**config.mk**
```make
export PLATFORM = sky130hd
export DESIGN_NAME = instr_req_queue
export DESIGN_NICKNAME = d
export VERILOG_FILES = /design/src/rtl/instr_req_queue.sv
export SDC_FILE = /design/constraint.sdc
export NUM_CORES = 1
export LEC_CHECK = 0
export CORE_ASPECT_RATIO = 1.75
export CORE_MARGIN = 2
export CORE_UTILIZATION = 40
export CTS_CLUSTER_DIAMETER = 30
export DETAILED_ROUTE_END_ITERATION = 10
export PLACE_DENSITY = 0.72
export SYNTH_ARGS = -nofsm -noshare
export SYNTH_HDL_FRONTEND = slang
export SYNTH_SLANG_ARGS = --single-unit
```
**constraint.sdc**
```tcl
create_clock -name clk -period 3.3 [get_ports clk]
set_input_delay 0.33 -clock clk [delete_from_list [all_inputs] [get_ports clk]]
set_output_delay 0.33 -clock clk [all_outputs]
set_load 0.005 [all_outputs]
```
**src/rtl/instr_req_queue.sv**
```systemverilog
// Fetch-request FIFO to the icache ufp: zero latency with INSTR_REQ_QUEUE_BYPASS_EN, else one cycle minimum to the head.
// cpu_req_ready drops when full or flushing. The head entry is held until ufp_resp. flush kills the in-flight head.
module instr_req_queue #(
    parameter int ADDR_WIDTH = 32,
    parameter int MASK_WIDTH = 4,
    parameter int DEPTH      = 4
) (
    input  logic                         clk,
    input  logic                         rst_n,
    input  logic [ADDR_WIDTH-1:0]        cpu_ufp_addr,
    input  logic [MASK_WIDTH-1:0]        cpu_ufp_rmask,
    output logic                         cpu_req_ready,
    input  logic                         flush,
    input  logic                         ufp_resp,
    output logic [ADDR_WIDTH-1:0]        ufp_addr,
    output logic [MASK_WIDTH-1:0]        ufp_rmask,
    output logic                         cpu_resp_valid,
    output logic [$clog2(DEPTH+1)-1:0]   occupancy
);

    localparam int PW = $clog2(DEPTH);
    localparam int CW = $clog2(DEPTH+1);
    localparam logic [CW-1:0] FULL = CW'(DEPTH);

    typedef struct packed {
        logic [ADDR_WIDTH-1:0] addr;
        logic [MASK_WIDTH-1:0] rmask;
    } req_t;

    req_t          mem_q [DEPTH];
    req_t          mem_d [DEPTH];
    logic [PW-1:0] head_q, head_d;
    logic [PW-1:0] tail_q, tail_d;
    logic [CW-1:0] count_q, count_d;
    logic          kill_q, kill_d;

    logic empty;
    logic req_vld;
    logic byp_path;
    logic byp_hit;
    logic pop;
    logic enq;

    assign empty   = (count_q == '0);
    assign req_vld = (cpu_ufp_rmask != '0);

    // Readiness depends only on state and flush, never on the request itself.
    assign cpu_req_ready = rst_n && (count_q != FULL) && !flush;

`ifdef INSTR_REQ_QUEUE_BYPASS_EN
    assign byp_path = rst_n && empty && !flush;
`else
    assign byp_path = 1'b0;
`endif
    assign byp_hit = byp_path && ufp_resp && req_vld;

    assign pop = ufp_resp && !empty;
    assign enq = req_vld && cpu_req_ready && !byp_hit;

    assign cpu_resp_valid = (ufp_resp && !empty && !kill_q && !flush) || byp_hit;
    assign occupancy      = count_q;

    always_comb begin
        ufp_addr  = '0;
        ufp_rmask = '0;
        if (byp_path) begin
            ufp_addr  = cpu_ufp_addr;
            ufp_rmask = cpu_ufp_rmask;
        end else if (!empty) begin
            ufp_addr  = mem_q[head_q].addr;
            ufp_rmask = mem_q[head_q].rmask;
        end
    end

    always_comb begin
        mem_d   = mem_q;
        head_d  = head_q;
        tail_d  = tail_q;
        count_d = count_q;
        kill_d  = kill_q;
        if (flush) begin
            // Keep only the in-flight head; a same-cycle response retires it silently.
            if (!empty) begin
                if (ufp_resp) begin
                    head_d  = head_q + PW'(1);
                    tail_d  = head_q + PW'(1);
                    count_d = '0;
                    kill_d  = 1'b0;
                end else begin
                    tail_d  = head_q + PW'(1);
                    count_d = CW'(1);
                    kill_d  = 1'b1;
                end
            end
        end else begin
            if (enq) begin
                mem_d[tail_q].addr  = cpu_ufp_addr;
                mem_d[tail_q].rmask = cpu_ufp_rmask;
                tail_d              = tail_q + PW'(1);
            end
            if (pop) begin
                head_d = head_q + PW'(1);
                kill_d = 1'b0;
            end
            case ({enq, pop})
                2'b10:   count_d = count_q + CW'(1);
                2'b01:   count_d = count_q - CW'(1);
                default: count_d = count_q;
            endcase
        end
    end

    always_ff @(posedge clk or negedge rst_n) begin
        if (!rst_n) begin
            for (int i = 0; i < DEPTH; i++) begin
                mem_q[i] <= '0;
            end
            head_q  <= '0;
            tail_q  <= '0;
            count_q <= '0;
            kill_q  <= 1'b0;
        end else begin
            mem_q   <= mem_d;
            head_q  <= head_d;
            tail_q  <= tail_d;
            count_q <= count_d;
            kill_q  <= kill_d;
        end
    end

endmodule

```
==> flow_summary.yaml, run 1 <==
critical_path:
  crit_chain: "buf_4 -> mux4_2 -> and2_1 -> clkdlybuf4s50_1"
  rr_startpoint: "occupancy[0]"
  crit_path_start: "head_q[0]"
  cp.arrival_ns: 2.57
  rr_worst_depth: 6
  crit_path_end_kind: "output pin"
  slowest_delay_ns: 0.67
  critical_path.startpoint_type: "register"
  reg2reg_to: "occupancy[1]"
  crit_type: "reg -> out"
  cp_max_fo: 14
  required_ns: 2.97
  r2r_slack_ns: 0.71
  crit_path_end: "ufp_addr[31]"
  critPathSlowestCell: "dfrtp_2"
clock_tree:
  cts_hold_buf: 0
  htree_levels: 4
  clkSinkCount: 152
  insertion_delay_ns: 0.41
  cts_tree: "done"
  post_cts_resized: 0
  cts_setup_buffers: 0
  cts_max_path_buffers: 2
  cts_inserted_buffers: 17
  clkTransAtPathRegs_ns: 0.06
  cts_root_buf: "clkbuf_16"
synthesis:
  yosys.cell_types.count: 45
  synth_edf_count: 0
  syn_nets: 504
  synth_compound_area_share_pct: 1.65
  avgSynthCellArea_um2: 16.1
  synth_top_area_share_pct: 51.3
  ys_ff_latch: 152
  synth_top_cell_by_area: "dfrtp_1"
  yosys_warnings: 0
  synth_top_family_by_area: "multiplexers"
  synth-async-reset-ratio_pct: 100
  synth.mux.area_fraction_pct: 35.9
  ys.flop_type: "dfrtp_1"
  yosysSeqAreaShare_pct: 51.3
  synth_fa_ha_area_share_pct: 0.945
  synth_area_leaders: "dfrtp_1, mux2_2, mux2_4"
  synth_commonest_cells: "dfrtp_1, mux2_2, mux2_4"
  netlist_area_um2: 7410
  synth_cells: 459
  synth_most_common_cell: "dfrtp_1"
  synth-simple-area-share_pct: 5.69
  synthXorXnorAreaFrac_pct: 0.473
drt:
  vias: 4207
  wl_per_cell_um: 21.3
  wl_mm: 16.7
  drc: 0
  dr.pass1.iters: 4
  viasPerCell: 5.37
  ant_nets: 0
  drtIter0Drc: 192
grt:
  grt_pass1_wl_mm: 27.2
  grt_max_degree: 91
  grt_use_total_pct: 18.2
  antenna_found_initial: 0
  grt_pass1_vias: 4887
  grt_overflow_total: 0
floorplan:
  die-width_um: 107
  io_pins: 81
  coreArea_um2: 18100
  dieHeight_um: 184
  dieArea_um2: 19700
  fp-row-count: 65
  start_util_pct: 40.9
pwr:
  vdd_drop_max_mv: 0.399
  pwr-share-clk_pct: 21.9
  p_leak_nw: 3.73
  switching_power_mw: 2.71
  power.share.combinational_pct: 41.1
  p_int_mw: 6.60
  p_seq_share_pct: 37.0
  p_sw_share_pct: 29.2
  power.density_nw_per_um2: 1040
min_path:
  hold_path.class: "in -> async"
sta:
  grt_setup_unrepaired: "no"
  tns_ns: 0
  report.final.slew_viol_count: 0
  hold_viol_final: 0
  setup_viol: 0
  relSlewSlack_pct: 23.7
  max_freq_mhz: 345
  finClkSkew_ns: 0.00639
  worstMarginPinSlew_ns: 1.14
  layout_min_cycle_time_ns: 2.90
  period_share_pct: 87.8
final_layout:
  drive_gt1_share_pct: 43.2
  area_growth_pct: 21.3
  fin_util_pct: 49.6
  antennaDiodeCount: 0
  final_net_count: 581
place:
  dp_hpwl_mm: 10.6
  io_buffers: 80
  place.gp.congestion: 0.749
run:
  maxCapViolations: 0
run_status:
  status: "finished clean"
==> cell usage in the layout (no fill, tap or decap), types with 4 or more instances in the layout <==
cell type and n:
buf_4 7, and2_1 36, nand2_1 4, buf_12 5, ha_1 4, nor2_1 5, mux2_4 60, inv_6 4
mux2_2 84, dfrtp_1 150, clkbuf_16 17, mux4_2 36, clkdlybuf4s50_1 79
==> stage by stage <==
step	hold slack, ns	instance area, um2	setup slack (ns)	std cells	total power [mW]
final	0.135	8990	0.403	783	9.31
after global placement	0.483	8370	0.446	751	7.10
after floorplan	0.0344	7410	1.06	459	5.88
after global routing	0.183	8990	0.255	783	9.83
after detailed placement	0.489	8370	0.377	751	7.32
after CTS	0.155	8990	0.340	783	9.43
==> kinds of logic (layout without fill, tap and decap cells) <==
group           Yosys count  count (layout)
mux                     180             180
flops                   152             152
simple gates             66              66
buf+inv                  36             126
compound gates           16              16
fa+ha+maj                 5               5
xor+xnor                  4               4
==> worst min path at each step <==
stage	start	slack (ns)	to	cells after the start
global route	rst_n	0.18	mem_q[49]	2
finish	rst_n	0.14	mem_q[49]	2
floorplan	rst_n	0.03	head_q[0]	0
detailed placement	mem_q[49]	0.49	mem_q[49]	1
CTS	rst_n	0.16	mem_q[49]	2
global placement	mem_q[9]	0.48	mem_q[9]	1
==> per-layer routing <==
| layer | share of wire, % | global-route usage [%] | up-vias |
|---|---|---|---|
| met5 | 0 | 0 | - |
| met4 | 3.4 | 8.42 | 0 |
| met3 | 2.7 | 3.65 | 32 |
| met2 | 56 | 32.7 | 85 |
| met1 | 38 | 20.5 | 2255 |
| li1 | - | - | 1835 |
==> worst max-delay path: cells and delay by family (launching register included) <==
| kind | cells | cell delay [ns] |
|---|---|---|
| buf+inv | 2 | 0.77 |
| flops | 1 | 0.67 |
| mux | 1 | 0.51 |
| simple gates | 1 | 0.20 |
==> sequential cells by signal (all words and copies together), names as in the netlist <==
| name | count |
|---|---|
| mem_q | 144 |
| occupancy | 3 |
| head_q | 2 |
| tail_q | 2 |
| kill_q | 1 |
==> power groups by stage <==
stage | registers [mW] | clock network, mW | logic, mW
after CTS | 3.45 | 2.10 | 3.88
final | 3.44 | 2.04 | 3.82
after global placement | 3.36 | 0 | 3.75
after detailed placement | 3.47 | 0 | 3.85
after floorplan | 3.14 | 0 | 2.74
after global routing | 3.57 | 2.17 | 4.10
==> layout make-up <==
cell class	instances	area [um2]
clock buffers	20	457
repair buffers	92	955
clock inverters	12	165
flip-flops and latches	152	3810
fillers	1506	9150
well taps	234	293
multi-input cells	271	3310
inverters	2	7.51
No activity file was read; power rests on OpenSTA's default activity.
==> inputs of run 2 (changes only) <==
- MAX_ROUTING_LAYER: unset -> met4
==> run 2 against run 1 <==
Register-to-register slack hardly changed. Sequential share of layout area unchanged. Highest routed layer unchanged. Final area stayed put. Fmax is 0.29% lower. Largest power group unchanged. Setup slack worse by 0.0085 ns.
==> flow_summary.yaml, run 2 (same netlist as run 1, synthesis figures left out) <==
critical_path:
  critical_path.startpoint_type: "register"
  crit_type: "reg -> out"
  r2r_slack_ns: 0.72
  crit_chain: "buf_4 -> mux4_2 -> and2_1 -> clkdlybuf4s50_1"
  crit_path_end_kind: "output pin"
  critPathSlowestCell: "dfrtp_2"
  cp_max_fo: 14
  required_ns: 2.97
  slowest_delay_ns: 0.68
  cp.arrival_ns: 2.58
floorplan:
  fp-row-count: 65
  io_pins: 81
  dieArea_um2: 19700
  start_util_pct: 40.9
  coreArea_um2: 18100
  dieHeight_um: 184
  die-width_um: 107
final_layout:
  largest_register_ffs: 144
  top_register: "mem_q"
  drive_gt1_share_pct: 43.2
  final-instance-count-excl-fill: 783
  final_common_cell: "dfrtp_1"
  final_cell_mix: "dfrtp_1, mux2_2, clkdlybuf4s50_1, mux2_4"
  final_net_count: 581
  area_growth_pct: 21.3
  antennaDiodeCount: 0
clock_tree:
  cts_inserted_buffers: 17
  insertion_delay_ns: 0.42
  post_cts_resized: 0
  cts_setup_buffers: 0
  clkTransAtPathRegs_ns: 0.06
  cts_root_buf: "clkbuf_16"
  htree_levels: 4
  cts_max_path_buffers: 2
  cts_hold_buf: 0
  cts_tree: "done"
  clkSinkCount: 152
sta:
  setup_viol: 0
  finClkSkew_ns: 0.00745
  hold_viol_final: 0
  worstMarginPinSlew_ns: 1.13
  grt_setup_unrepaired: "no"
  whs_ns: 0.136
  period_share_pct: 88.0
  finalWorstSetupSlack_ns: 0.395
  max_freq_mhz: 344
  relSlewSlack_pct: 24.4
  layout_min_cycle_time_ns: 2.91
  report.final.slew_viol_count: 0
  tns_ns: 0
drt:
  drc: 0
  dr.pass1.iters: 4
  wl_per_cell_um: 21.3
  viasPerCell: 5.41
  ant_nets: 0
  vias: 4237
  drtIter0Drc: 186
  wl_mm: 16.7
pwr:
  p_leak_nw: 3.73
  vdd_drop_max_mv: 0.399
  power.density_nw_per_um2: 1040
  power_mw: 9.31
min_path:
  hold_path.class: "in -> async"
grt:
  antenna_found_initial: 0
  grt_use_total_pct: 18.7
  grt_pass1_vias: 4895
  grt_overflow_total: 0
  grt_max_degree: 91
  grt_pass1_wl_mm: 27.2
place:
  dp_hpwl_mm: 10.6
  io_buffers: 80
  place.gp.congestion: 0.759
  place_ws_ns: 0.377
  place_inst: 751
run_status:
  status: "finished clean"
run:
  maxCapViolations: 0
-- run 2: cell counts in the layout (fill, tap and decap cells not counted) --
Identical to the previous run, type by type.
-- run 2: final cells by class --
type	count	area, um2
Timing Repair Buffer	92	955
Multi-Input combinational cell	271	3310
Clock buffer	20	457
Tap cell	234	293
Clock inverter	12	165
Sequential cell	152	3810
Inverter	2	7.51
Fill cell	1506	9150
-- run 2: worst paths after layout --
| check | from | to | cells after the start |
|---|---|---|---|
| min in group clk | mem_q[109] | mem_q[109] | 1 |
| max in group asynchronous | rst_n | mem_q[13] | 3 |
| worst max-delay path | head_q[0] | ufp_addr[31] | 4 |
| worst min register to register | mem_q[109] | mem_q[109] | 1 |
| worst max register to register | occupancy[0] | occupancy[1] | 6 |
| worst min-delay path | rst_n | mem_q[49] | 2 |
-- run 2: layer usage --
layer	vias to the layer above	global-route usage [%]	routed length (um)
li1	1835	-	-
met1	2262	20.5	6340
met2	106	32.8	9300
met3	34	3.26	460
met4	0	8.73	569
met5	-	-	0
-- run 2: report_power, final --
group          total (mW)  internal, mW  switching [mW]
combinational        3.82          2.55            1.27
clock                2.04          1.24           0.796
sequential           3.45          2.80           0.647
-- run 2: per-stage QoR --
stage | area (um2) | util, %
after global routing | 8990 | 49.6
after CTS | 8990 | 49.6
after detailed placement | 8370 | 46.1
after floorplan | 7410 | -
after global placement | 8370 | 46.1
final | 8990 | 49.6
-- run 2: worst max-delay path: cells and delay by family (launching register included) --
kind | cells | cell delay, ns
buffers and inverters | 2 | 0.77
DFF | 1 | 0.68
muxes | 1 | 0.51
and+or+nand+nor | 1 | 0.20
==> edit 1: new RTL, flow settings as in run 2 <==
`MASK_WIDTH`: 4 -> 6.
--- a/src/rtl/instr_req_queue.sv
+++ b/src/rtl/instr_req_queue.sv
@@ -2,7 +2,7 @@
 // cpu_req_ready drops when full or flushing. The head entry is held until ufp_resp. flush kills the in-flight head.
 module instr_req_queue #(
     parameter int ADDR_WIDTH = 32,
-    parameter int MASK_WIDTH = 4,
+    parameter int MASK_WIDTH = 6,
     parameter int DEPTH      = 4
 ) (
     input  logic                         clk,
Interface: changed (resized cpu_ufp_rmask and ufp_rmask); port bits go from 81 to 85. No check against the original RTL was run, so the function may have changed too.
==> edit 1 against run 2 <==
Total power grew 6.1%; utilization shrank 0.26 points; sequential cell count grew 8; cell area grew 4.8%; highest routed layer unchanged; sequential power grew 6.7%; synthesized cell count grew 3.3%; wire length shrank 0.70%; sequential share of layout area grew 0.19 points; register-to-register slack gained 0.17 ns; area after synthesis grew 4.6%; via count grew 0.97%; critical path type unchanged; count of clock-buffer cells in the layout shrank 1; worst setup slack lost 0.048 ns.
==> edit 1: results (changes against run 2) <==
* Mapped Nets: 521 (+3.4%)
- Post-Synth Adder-Cell Area: 0.904% (-0.041 points)
- Slowest cell delay on critical path: 0.77 ns (+0.09 ns)
* Xor/xnor cell area share of the yosys netlist: 0.678% (+0.21 points)
- The maximum number of pins on one net before global-route repair was 83 (-8.8%).
- Ranked by instance count, the synthesized netlist is headed by sky130_fd_sc_hd__dfrtp_1, sky130_fd_sc_hd__mux2_4, sky130_fd_sc_hd__mux2_2, sky130_fd_sc_hd__and2_1, sky130_fd_sc_hd__mux4_2.
* All-layer global routing usage: 18.0% (-0.77 points)
* Fillers: 1609 (+6.8%)
- PortBufs: 84 (+5.0%)
* Instance count of the mapped netlist: 474 (+3.3%)
- The final RePlAce weighted congestion is 0.728 (-4.1%).
- The number of global-route vias before repair was 4981 (+1.8%).
- Family with the most delay on the worst path: flip-flops
- Leakage power summed over all cells: 3.93 nW (+5.4%)
- The count of cell types in the netlist came to 36 (-20%).
* Worst setup skew after layout: 0.00783 ns (+0.000378 ns)
* Synthesized-area fraction occupied by ao, oa, aoi and oai cells: 1.18% (-0.48 points)
- Run status: completed
- The share of cells above drive strength 1 came to 43.0% (-0.19 points).
- The estimated wirelength of the detail-placed design came to 10300 um (-2.0%).
* Multiplexer fraction of the synthesized cell area: 37.1% (+1.3 points)
- The number of instances in the placed design is 778 (+3.6%).
- Relative slew margins: 31.3% (+6.9 points)
- Iteration-0 DRC count of the detailed router: 108 (-42%)
* Cell area reported after detailed placement: 8830 um2 (+5.6%)
edit 1: cell count changes in the layout (fill, tap and decap cells not counted), sizes merged, moves of 3 or more:
cell and delta:
dfrtp +8, clkdlybuf4s50 +4, nand2 -3, clkinv +3
nand4 -3, mux2 +8
edit 1: power by group:
group / leakage, nW / internal, mW / switching, mW / total, mW
logic: 1.73 / 2.91 / 1.37 / 4.28
registers: 1.93 / 2.96 / 0.722 / 3.68
clock network: 0.277 / 1.09 / 0.827 / 1.92
total: 3.93 / 6.95 / 2.92 / 9.87
edit 1: metal layers:
layer | GRT usage (%) | vias up | routed length (um)
met2 | 30.6 | 74 | 9040
met4 | 6.52 | 0 | 345
li1 | - | 1884 | -
met5 | - | - | 0
met3 | 3.20 | 21 | 466
met1 | 21.0 | 2299 | 6710
edit 1: cell type report:
type | instances | area, um2 | area share, %
inverters | 4 | 15.0 | 0.159
clock buffers | 19 | 453 | 4.81
clock inverters | 13 | 128 | 1.35
multi-input cells | 277 | 3500 | 37.2
repair buffers | 97 | 1020 | 10.8
well taps | 241 | 302 | 3.20
flip-flops and latches | 160 | 4010 | 42.5
edit 1: metrics by stage:
step / total power, mW / worst slack, ns
after global placement: 7.83 / 0.691
after global routing: 10.4 / 0.193
final: 9.87 / 0.347
after CTS: 9.99 / 0.262
after floorplan: 6.33 / 1.00
after detailed placement: 8.02 / 0.640
edit 1: final timing paths:
| kind | depth (start not counted) | to | from | slack, ns |
|---|---|---|---|---|
| setup / recovery | 4 | ufp_addr[29] | head_q[0] | 0.35 |
| hold / removal | 2 | mem_q[45] | rst_n | 0.37 |
| setup reg to reg | 6 | occupancy[2] | occupancy[0] | 0.89 |
| hold reg to reg | 1 | mem_q[45] | mem_q[45] | 0.50 |
| max in group asynchronous | 3 | head_q[0] | rst_n | 1.47 |
| min in group clk | 1 | mem_q[45] | mem_q[45] | 0.50 |
edit 1: timing repair:
item / 4_1_cts / 5_1_grt
hold endpoints to repair: 34 / 0
endpoints found under the setup margin: 0 / 0
hold buffers: 1 / 0
resized for setup: 0 / 0
edit 1: cells by family (layout without fill, tap and decap cells):
logic type	count (synthesis)	after routing
buffers and inverters	37	133
adder cells (fa/ha/maj)	5	5
AO/OA/AOI/OAI	10	10
XOR/XNOR	6	6
multiplexers	191	191
flip-flops	160	160
AND/OR/NAND/NOR	65	65
edit 1: worst reg2reg max path, stage by stage (launching register included):
cell                       delay [ns]
sky130_fd_sc_hd__dfrtp_1         0.49
sky130_fd_sc_hd__or3_1           0.41
sky130_fd_sc_hd__nand2_1         0.25
sky130_fd_sc_hd__nor2_1          0.10
sky130_fd_sc_hd__fa_1            0.43
sky130_fd_sc_hd__or3_1           0.40
sky130_fd_sc_hd__a311oi_1        0.25
==> edit 2: new RTL, config.mk and constraints of run 2 <==
Without the edit above. Reset style: synchronous (`rst_n`), changed in one clocked block.
--- a/src/rtl/instr_req_queue.sv
+++ b/src/rtl/instr_req_queue.sv
@@ -110,7 +110,7 @@
         end
     end
 
-    always_ff @(posedge clk or negedge rst_n) begin
+    always_ff @(posedge clk) begin
         if (!rst_n) begin
             for (int i = 0; i < DEPTH; i++) begin
                 mem_q[i] <= '0;
Check against the original RTL: differs if rst_n is asserted again (counterexample within 4 cycles, from zero or initial values and one cycle with rst_n low); with rst_n held inactive, the same outputs for 4 cycles.
==> edit 2 against run 2 <==
Worst setup slack improved by 0.18 ns; final cell count rose by 39%; cell area up 0.84%; area after synthesis grew 3.7%; die area grew 3.6%; clock skew is 0.0031 ns higher; wire length is 8.8% higher; sequential cell count unchanged.
Power is not compared: it rests on default switching activity, and its combinational part moved more than twofold at a synthesized area within 25%.
==> edit 2: results (changes against run 2) <==
- The overall routed net length was 18100 um (+8.8%).
* Number of distinct library cells after synthesis: 46 (+2.2%)
- The met3 wire length was 610 um (+33%).
* Ys flop type: sky130_fd_sc_hd__dfxtp_1
* Fin nets: 876 (+51%)
- Via count: 5580 (+32%)
- The critical-path maximum fanout was 22 (+8).
- The relative slew slack came to 23.2% (-1.2 points).
- The length of routed met2 wiring was 9940 um (+6.9%).
* Slowest cell delay on critical path: 0.63 ns (-0.05 ns)
- The flow ran to the end, and the final reports show no timing, DRC or antenna violations.
- Top cells by area in the synthesized netlist: sky130_fd_sc_hd__dfxtp_1, sky130_fd_sc_hd__a21boi_2, sky130_fd_sc_hd__nand2_1
* Met3 Resource Use GR: 3.10% (-0.16 points)
- HP Class: input port to register
* Non-filler cells in the finished layout: 1086 (+39%)
- RD Place Congestion: 0.823 (+8.4%)
* Fraction of synthesis flops using an asynchronous set or reset pin: 0% (-100 points)
- The maximum number of pins on one net before global-route repair is 147 (+62%).
- Via count of the first global-routing pass: 5706 (+17%)
* Part of the Yosys area used for sequential elements: 39.6% (-12 points)
- Worst path slowest cell: sky130_fd_sc_hd__mux4_2
* Slack of the worst reg-to-reg path: 0.83 ns (+0.11 ns)
- The share of cells above drive strength 1 came to 25.1% (-18 points).
- The maximum clock skew at final layout is 0.0106 ns (+0.00312 ns).
- Mapped Nets: 834 (+65%)
* Met1 Track Usage GR: 21.3% (+0.77 points)
- The global-route met2 utilization is 34.0% (+1.2 points).
- Number of antenna violations at the first check in global routing: 1 (+1)
-- edit 2: stage by stage --
stage | power, mW | setup WS [ns] | cell area (um2) | utilization [%]
5_1_grt | 4.61 | 0.476 | 9060 | 47.6
6_report | 4.45 | 0.576 | 9060 | 47.6
3_3_place_gp | 2.41 | 0.400 | 8420 | 44.3
4_1_cts | 4.48 | 0.529 | 9060 | 47.6
3_5_place_dp | 2.42 | 0.367 | 8420 | 44.3
2_1_floorplan | 2.25 | 1.02 | 7680 | -
-- edit 2: worst paths after layout --
kind / startpoint / endpoint / cells after the start
hold / removal: rst_n / tail_q[0] / 2
setup reg to reg: occupancy[0] / mem_q[141] / 4
hold reg to reg: mem_q[118] / mem_q[118] / 2
setup / recovery: head_q[1] / ufp_addr[23] / 4
-- edit 2: layout make-up --
| class | instances | area, um2 |
|---|---|---|
| Inverter | 2 | 7.51 |
| Antenna cell | 1 | 2.50 |
| Clock inverter | 12 | 171 |
| Timing Repair Buffer | 89 | 866 |
| Clock buffer | 20 | 467 |
| Tap cell | 241 | 302 |
| Fill cell | 1756 | 9960 |
| Multi-Input combinational cell | 569 | 4200 |
| Sequential cell | 152 | 3050 |
-- edit 2: kinds of logic after synthesis --
family,synth area share (%)
flip-flops,39.6
XOR/XNOR,0.456
AND/OR/NAND/NOR,20.4
adder cells (fa/ha/maj),0.912
buffers and inverters,5.75
multiplexers,10.7
AO/OA/AOI/OAI,22.2
-- edit 2: worst register-to-register path, cell delays in order, from the launching register on --
cell and delay (ns):
sky130_fd_sc_hd__dfxtp_1 0.56, sky130_fd_sc_hd__or3b_1 0.53, sky130_fd_sc_hd__and4_2 0.90, sky130_fd_sc_hd__nand2_1 0.20, sky130_fd_sc_hd__a21boi_2 0.20
